==> src/rtl/axi4_burst_seq.sv <==
// AXI4 burst sequencer: accepts one AW/AR-style burst request and issues its
// beat addresses one per cycle, chaining the next request without a bubble.
`ifndef AXI4_ADDR_OFT_WIDTH
`define AXI4_ADDR_OFT_WIDTH 32
`endif

module axi4_burst_seq #(
    parameter int ID_WIDTH = 4
) (
    input  logic                            clk_i,
    input  logic                            rst_n_i,
    input  logic                            req_valid_i,
    output logic                            req_ready_o,
    input  logic [ID_WIDTH-1:0]             req_id_i,
    input  logic [`AXI4_ADDR_OFT_WIDTH-1:0] req_addr_i,
    input  logic [7:0]                      req_len_i,
    input  logic [2:0]                      req_size_i,
    input  logic [1:0]                      req_burst_i,
    output logic                            beat_valid_o,
    input  logic                            beat_ready_i,
    output logic [`AXI4_ADDR_OFT_WIDTH-1:0] beat_addr_o,
    output logic [ID_WIDTH-1:0]             beat_id_o,
    output logic                            beat_last_o,
    output logic                            beat_err_o,
    output logic                            busy_o
);
    localparam int AW = `AXI4_ADDR_OFT_WIDTH;

    localparam logic [1:0] BURST_INCR = 2'b01;
    localparam logic [1:0] BURST_WRAP = 2'b10;

    typedef enum logic {IDLE, BURST} state_t;

    state_t                state;
    logic [7:0]            beat_cnt;
    logic [7:0]            len_q;
    logic [2:0]            size_q;
    logic [1:0]            burst_q;
    logic [AW-1:0]         addr_q;
    logic [ID_WIDTH-1:0]   id_q;
    logic                  last_q;
    logic                  err_q;

    logic                  req_hs;
    logic                  beat_hs;
    logic [AW-1:0]         shifted;
    logic [7:0]            wrap_low;
    logic [AW-1:0]         next_addr;

    // A new request is also accepted during the final beat handshake so bursts chain back to back.
    assign req_ready_o  = (state == IDLE) || (last_q && beat_ready_i);
    assign req_hs       = req_valid_i && req_ready_o;
    assign beat_hs      = (state == BURST) && beat_ready_i;

    assign beat_valid_o = (state == BURST);
    assign busy_o       = (state == BURST);
    assign beat_addr_o  = addr_q;
    assign beat_id_o    = id_q;
    assign beat_last_o  = last_q;
    assign beat_err_o   = err_q;

    // Next beat address works in units of the transfer size; error bursts hold the start address.
    always_comb begin
        shifted   = addr_q >> size_q;
        wrap_low  = (shifted[7:0] & ~len_q) | ((shifted[7:0] + 8'd1) & len_q);
        next_addr = addr_q;
        if (!err_q) begin
            case (burst_q)
                BURST_INCR: next_addr = (shifted + {{(AW-1){1'b0}}, 1'b1}) << size_q;
                BURST_WRAP: next_addr = {shifted[AW-1:8], wrap_low} << size_q;
                default:    next_addr = addr_q;
            endcase
        end
    end

    always_ff @(posedge clk_i or negedge rst_n_i) begin
        if (!rst_n_i) begin
            state    <= IDLE;
            beat_cnt <= 8'd0;
            len_q    <= 8'd0;
            size_q   <= 3'd0;
            burst_q  <= 2'd0;
            addr_q   <= '0;
            id_q     <= '0;
            last_q   <= 1'b0;
            err_q    <= 1'b0;
        end else if (req_hs) begin
            state    <= BURST;
            beat_cnt <= 8'd0;
            len_q    <= req_len_i;
            size_q   <= req_size_i;
            burst_q  <= req_burst_i;
            addr_q   <= req_addr_i;
            id_q     <= req_id_i;
            last_q   <= (req_len_i == 8'd0);
            err_q    <= (req_size_i > 3'd3) || (req_burst_i == 2'b11);
        end else if (beat_hs) begin
            if (last_q) begin
                state  <= IDLE;
                last_q <= 1'b0;
                err_q  <= 1'b0;
            end else begin
                beat_cnt <= beat_cnt + 8'd1;
                addr_q   <= next_addr;
                last_q   <= ((beat_cnt + 8'd1) == len_q);
            end
        end
    end

endmodule

==> config.mk <==
export PLATFORM = sky130hd
export DESIGN_NAME = axi4_burst_seq
export DESIGN_NICKNAME = d
export VERILOG_FILES = /design/src/rtl/axi4_burst_seq.sv
export SDC_FILE = /design/constraint.sdc
export NUM_CORES = 1
export LEC_CHECK = 0
export ABC_AREA = 0
export BUFFER_PORTS_ARGS = -buffer_cell sky130_fd_sc_hd__buf_2
export CAP_MARGIN = 5
export CORE_ASPECT_RATIO = 0.6
export CORE_UTILIZATION = 54
export DETAILED_ROUTE_END_ITERATION = 8
export PLACE_DENSITY = 0.79
export SETUP_SLACK_MARGIN = 0.02
export SLEW_MARGIN = 20
export SYNTH_ARGS = -nofsm -noshare
export SYNTH_HDL_FRONTEND = slang
export SYNTH_SLANG_ARGS = --single-unit
export TNS_END_PERCENT = 5
==> constraint.sdc <==
create_clock -name clk_i -period 3.9 [get_ports clk_i]
set_input_delay 0.585 -clock clk_i [delete_from_list [all_inputs] [get_ports clk_i]]
set_output_delay 0.585 -clock clk_i [all_outputs]
set_load 0.005 [all_outputs]
# Word-level counts from Yosys, hierarchy flattened
# Cells that the tools add are included.
# word_totals
out_inout_bits	41
reg_bits	60
# op_classes
muxes	15
n_eq_ne	6
add_sub_neg	3
shifts	3
n_reduce_logical	12
bitwise_logic	5
magnitude_cmp	1
# ops
cell	count
32-bit two-way mux	4
32-bit case mux with 2 select lines	1
32-bit by 3-bit left shift with 32-bit output	2
32-bit by 1-bit adder with 32-bit output (second input constant)	1
32-bit by 3-bit right shift with 32-bit output	1
8-bit two-way mux	3
8-bit by 1-bit adder with 8-bit output (second input constant)	2
8-bit bitwise AND	2
8-bit equality test	1
8-bit zero test	1
8-bit NOT	1
8-bit bitwise OR	1
1-bit two-way mux	7
2-bit equality test (second input constant)	2
2-bit by 1-bit != test with 1-bit output (second input constant)	2
2-bit AND reduction	2
4-bit AND reduction	1
2-bit nonzero test	2
3-bit by 2-bit > comparator with 1-bit output (second input constant)	1
1-bit logical AND	3
3-bit nonzero test	1
2-bit by 1-bit equality test with 1-bit output (second input constant)	1
1-bit logical OR	2
1-bit NOT	1

# Longest topological paths before layout
# logic_depth
depth_word	10
depth_mapped	17

# Worst setup path before layout
# OpenSTA, ideal clock, no wires.
# synth_timing
path_type	register to register
startpoint	register size_q[0]
endpoint	register addr_q[27], in the netlist beat_addr_o[27]
required_ps	3766
stages_incl_launch_ff	18
n_path_buf	5
path_slack_ps	34
t_arrival_ps	3732
cell_sequence	dfrtp_1 buf_6 buf_12 buf_12 buf_6 mux2_2 o22ai_1 nor2_1 ha_1 inv_1 or4_4 buf_6 nor4_4 nand2_1 xnor2_1 mux4_2 a222oi_1 o21ai_1
# synth_between
elab_chain_len	10
# synth_lines
item	line_no	source
start, declared	37	logic [2:0] size_q;
start signal, assigned	91	size_q <= req_size_i;
branches (longest 5 deep; another with 32-bit by 1-bit adder with 32-bit output)	--	
32-bit case mux with 2 select lines *	68	case (burst_q)
32-bit two-way mux *	67	if (!err_q) begin
32-bit two-way mux *	98	if (last_q) begin
32-bit two-way mux *	97	end else if (beat_hs) begin
32-bit two-way mux *	87	end else if (req_hs) begin
end signal, assigned	93	addr_q <= req_addr_i;
end signal, assigned	104	addr_q <= next_addr;
end, declared	39	logic [AW-1:0] addr_q;
# Mark *: on every way between the ends. The select of a mux whose other input is x is not followed.
# A chain may end at the register's enable or synchronous reset.

# Worst setup path after layout
# Ends and elaborated chain as after synthesis.

==> impl_metrics.yaml <==
logic_synthesis:
  ys_top_cells_by_count: "97 x nand2_1, 63 x mux2i_1, 60 x dfrtp_1"
  synth.cell_area_um2: 6603
  yosysUniqueCellTypes: 81
  ys_seq_area_share_pct: 22.74
  synth-edff-count: 0
  synth_top_area_share_pct: 22.74
  syn_inst: 739
  synth.net_count: 794
  ys.flop_type: "dfrtp_1"
  synth_most_common_cell: "nand2_1"
  yosys_warnings: 0
  synth_area_per_cell_um2: 8.934
  synth_seq_cells: 60
  synth.area.top_cells: "dfrtp_1 23%, mux2i_1 9.6%, mux4_2 6.5%"
  synth_top_area_cell: "dfrtp_1"
  async_flop_share_pct: 100.0
detailed_routing:
  final_antenna_net_count: 0
  drc_errors: 0
  first_pass_iters: 5
  avgRoutedWirePerCell_um: 25.38
  drt_wl_total_mm: 25.38
  drt_first_iter_violations: 963
  vias: 7140
  vias_per_cell: 7.140
clocking:
  cts_buffers: 9
  clk_pin_slew_ns: 0.06
  ctsHtreeMaxLevel: 3
  post_cts_buffers: 0
  postCtsHoldBufs: 0
  cts-root-buf: "clkbuf_16"
  tritoncts: "yes"
  cts.sinks: 60
  cts_resized: 0
  clock_latency_ns: 0.34
  clock_path_buffers: 2
layout:
  register_area_um2: 1506
  drive_gt1_share_pct: 26.55
  n_antenna_cell: 0
  finalNonFillerCells: 1000
  final_nets: 890
  area_delta_synth_final_pct: 14.65
  multiInputGateArea_um2: 4692
  n_fill_cell: 959
die:
  die_x_um: 144.8
  die_area_um2: 12690
  die_y_um: 87.65
  std_cell_rows: 30
  initial_core_util_pct: 56.93
  io_pins: 94
  core_um2: 11600
hold_path:
  min_path_type: "in2async"
worst_setup_path:
  cp_max_fo: 34
  endpoint_kind: "flop"
  worstPathArrival_ns: 3.99
  critPathTopFamily: "multiplexers"
  crit_chain: "buf_12, mux2_2, mux4_1, o2111ai_2, nor4_4, nand2_1, xnor2_1, mux4_2, a222oi_1, o21ai_1"
  cp.required_ns: 4.11
  slowest_delay_ns: 0.59
  slowest_stage: "nor4_4"
  cp-start-kind: "flop"
  critPathKind: "reg2reg"
  path_buf_inv: 1
sta:
  slew_headroom_pct: 32.15
  post-route-period-util_pct: 96.87
  drv_slew: 0
  tns_ns: 0
  min_period_ns: 3.778
  final_hold_viol_count: 0
  tightest_slew_ns: 1.014
  fmax_mhz: 264.7
  finalWorstSetupSlack_ns: 0.1220
  finalClockSkew_ns: 0.007246
  setup_violations: 0
  rsz0062_at_grt: "true"
placement:
  place_congestion: 1.018
  placed_cells: 984
  dp_hpwl_mm: 19.01
  port_buffers: 93
  dp_slack_ns: 0.1042
run_status:
  status: "finished, final reports clean"
global_routing:
  grt_max_degree: 49
  grt_first_pass_wirelength_mm: 38.05
  grt_pass1_vias: 6418
  antenna_found_initial: 0
  grt_usage_pct: 41.38
  grt_overflow: 0
job:
  maxCapViolCount: 0
-- layout by cell type (no fill, tap or decap), types with 7 or more instances in the layout --
cell type | netlist | final
nand2_1 | 97 | 97
nand2b_1 | 13 | 13
inv_1 | 7 | 7
mux4_1 | 10 | 10
and4_1 | 8 | 8
buf_4 | 2 | 45
and2_1 | 8 | 7
nand4_1 | 12 | 12
a31oi_1 | 9 | 9
mux2_2 | 26 | 26
a21oi_1 | 15 | 14
and3_1 | 10 | 10
xnor2_1 | 27 | 26
mux4_2 | 19 | 19
xor2_1 | 15 | 15
o221ai_1 | 10 | 10
dfrtp_1 | 60 | 58
mux2i_1 | 63 | 62
nor3_1 | 26 | 24
nor2_1 | 51 | 50
a22oi_1 | 8 | 8
clkbuf_16 | 0 | 9
nand3_1 | 14 | 14
nor4_1 | 10 | 10
o22ai_1 | 17 | 17
buf_2 | 5 | 93
o21ai_0 | 38 | 38
-- state kept, by name, indices dropped and copies added, names as in the netlist --
| name | count |
|---|---|
| beat_valid_o | 1 |
| beat_last_o | 1 |
| len_q | 8 |
| beat_id_o | 4 |
| beat_err_o | 1 |
| size_q | 3 |
| beat_addr_o | 32 |
| burst_q | 2 |
| beat_cnt | 8 |
-- layer usage --
| metal | track usage, % | vias to the layer above | routed length (um) |
|---|---|---|---|
| met4 | 6.890 | 0 | 171 |
| met1 | 63.62 | 3446 | 11110 |
| met2 | 50.39 | 621 | 9197 |
| met5 | 0 | - | 0 |
| met3 | 20.39 | 25 | 4904 |
| li1 | - | 3048 | - |
-- through the flow --
| step | area (um^2) | util [%] | hold slack (ns) |
|---|---|---|---|
| after CTS | 7542 | 65.03 | 0.4008 |
| after global placement | 7232 | 62.35 | 0.4546 |
| final | 7570 | 65.26 | 0.3789 |
| after detailed placement | 7232 | 62.35 | 0.4585 |
| after global routing | 7570 | 65.26 | 0.4368 |
| after floorplan | 6603 | - | 0.2894 |
-- layout make-up --
type	instances	share of cell area, %
Tap cell	160	2.645
Multi-Input combinational cell	615	61.98
Clock buffer	10	3.157
Clock inverter	6	0.9421
Sequential cell	60	19.90
Timing Repair Buffer	139	10.88
Inverter	10	0.4959
-- path summary, 6_finish.rpt --
kind / start / to / slack (ns) / depth (start not counted)
worst max register to register: size_q[0] / beat_addr_o[27] / 0.12 / 10
worst max-delay path: size_q[0] / beat_addr_o[27] / 0.12 / 10
max in group asynchronous: rst_n_i / len_q[6] / 2.67 / 2
worst min register to register: beat_id_o[1] / beat_id_o[1] / 0.47 / 2
min in group clk_i: req_id_i[1] / beat_id_o[1] / 0.44 / 3
worst min-delay path: rst_n_i / beat_id_o[0] / 0.38 / 1
-- logic make-up after synthesis --
family	after synthesis	synth area share, %
xor gates and xnor gates	42	5.571
buffers and inverters	64	6.633
and+or+nand+nor	279	21.39
muxes	119	24.65
DFF	60	22.74
adders and majority gates	2	0.3789
AOI/OAI and AO/OA	173	18.63
Power is not shown: default switching activity piles up to over one toggle a cycle in this logic, so the estimate is an artifact.
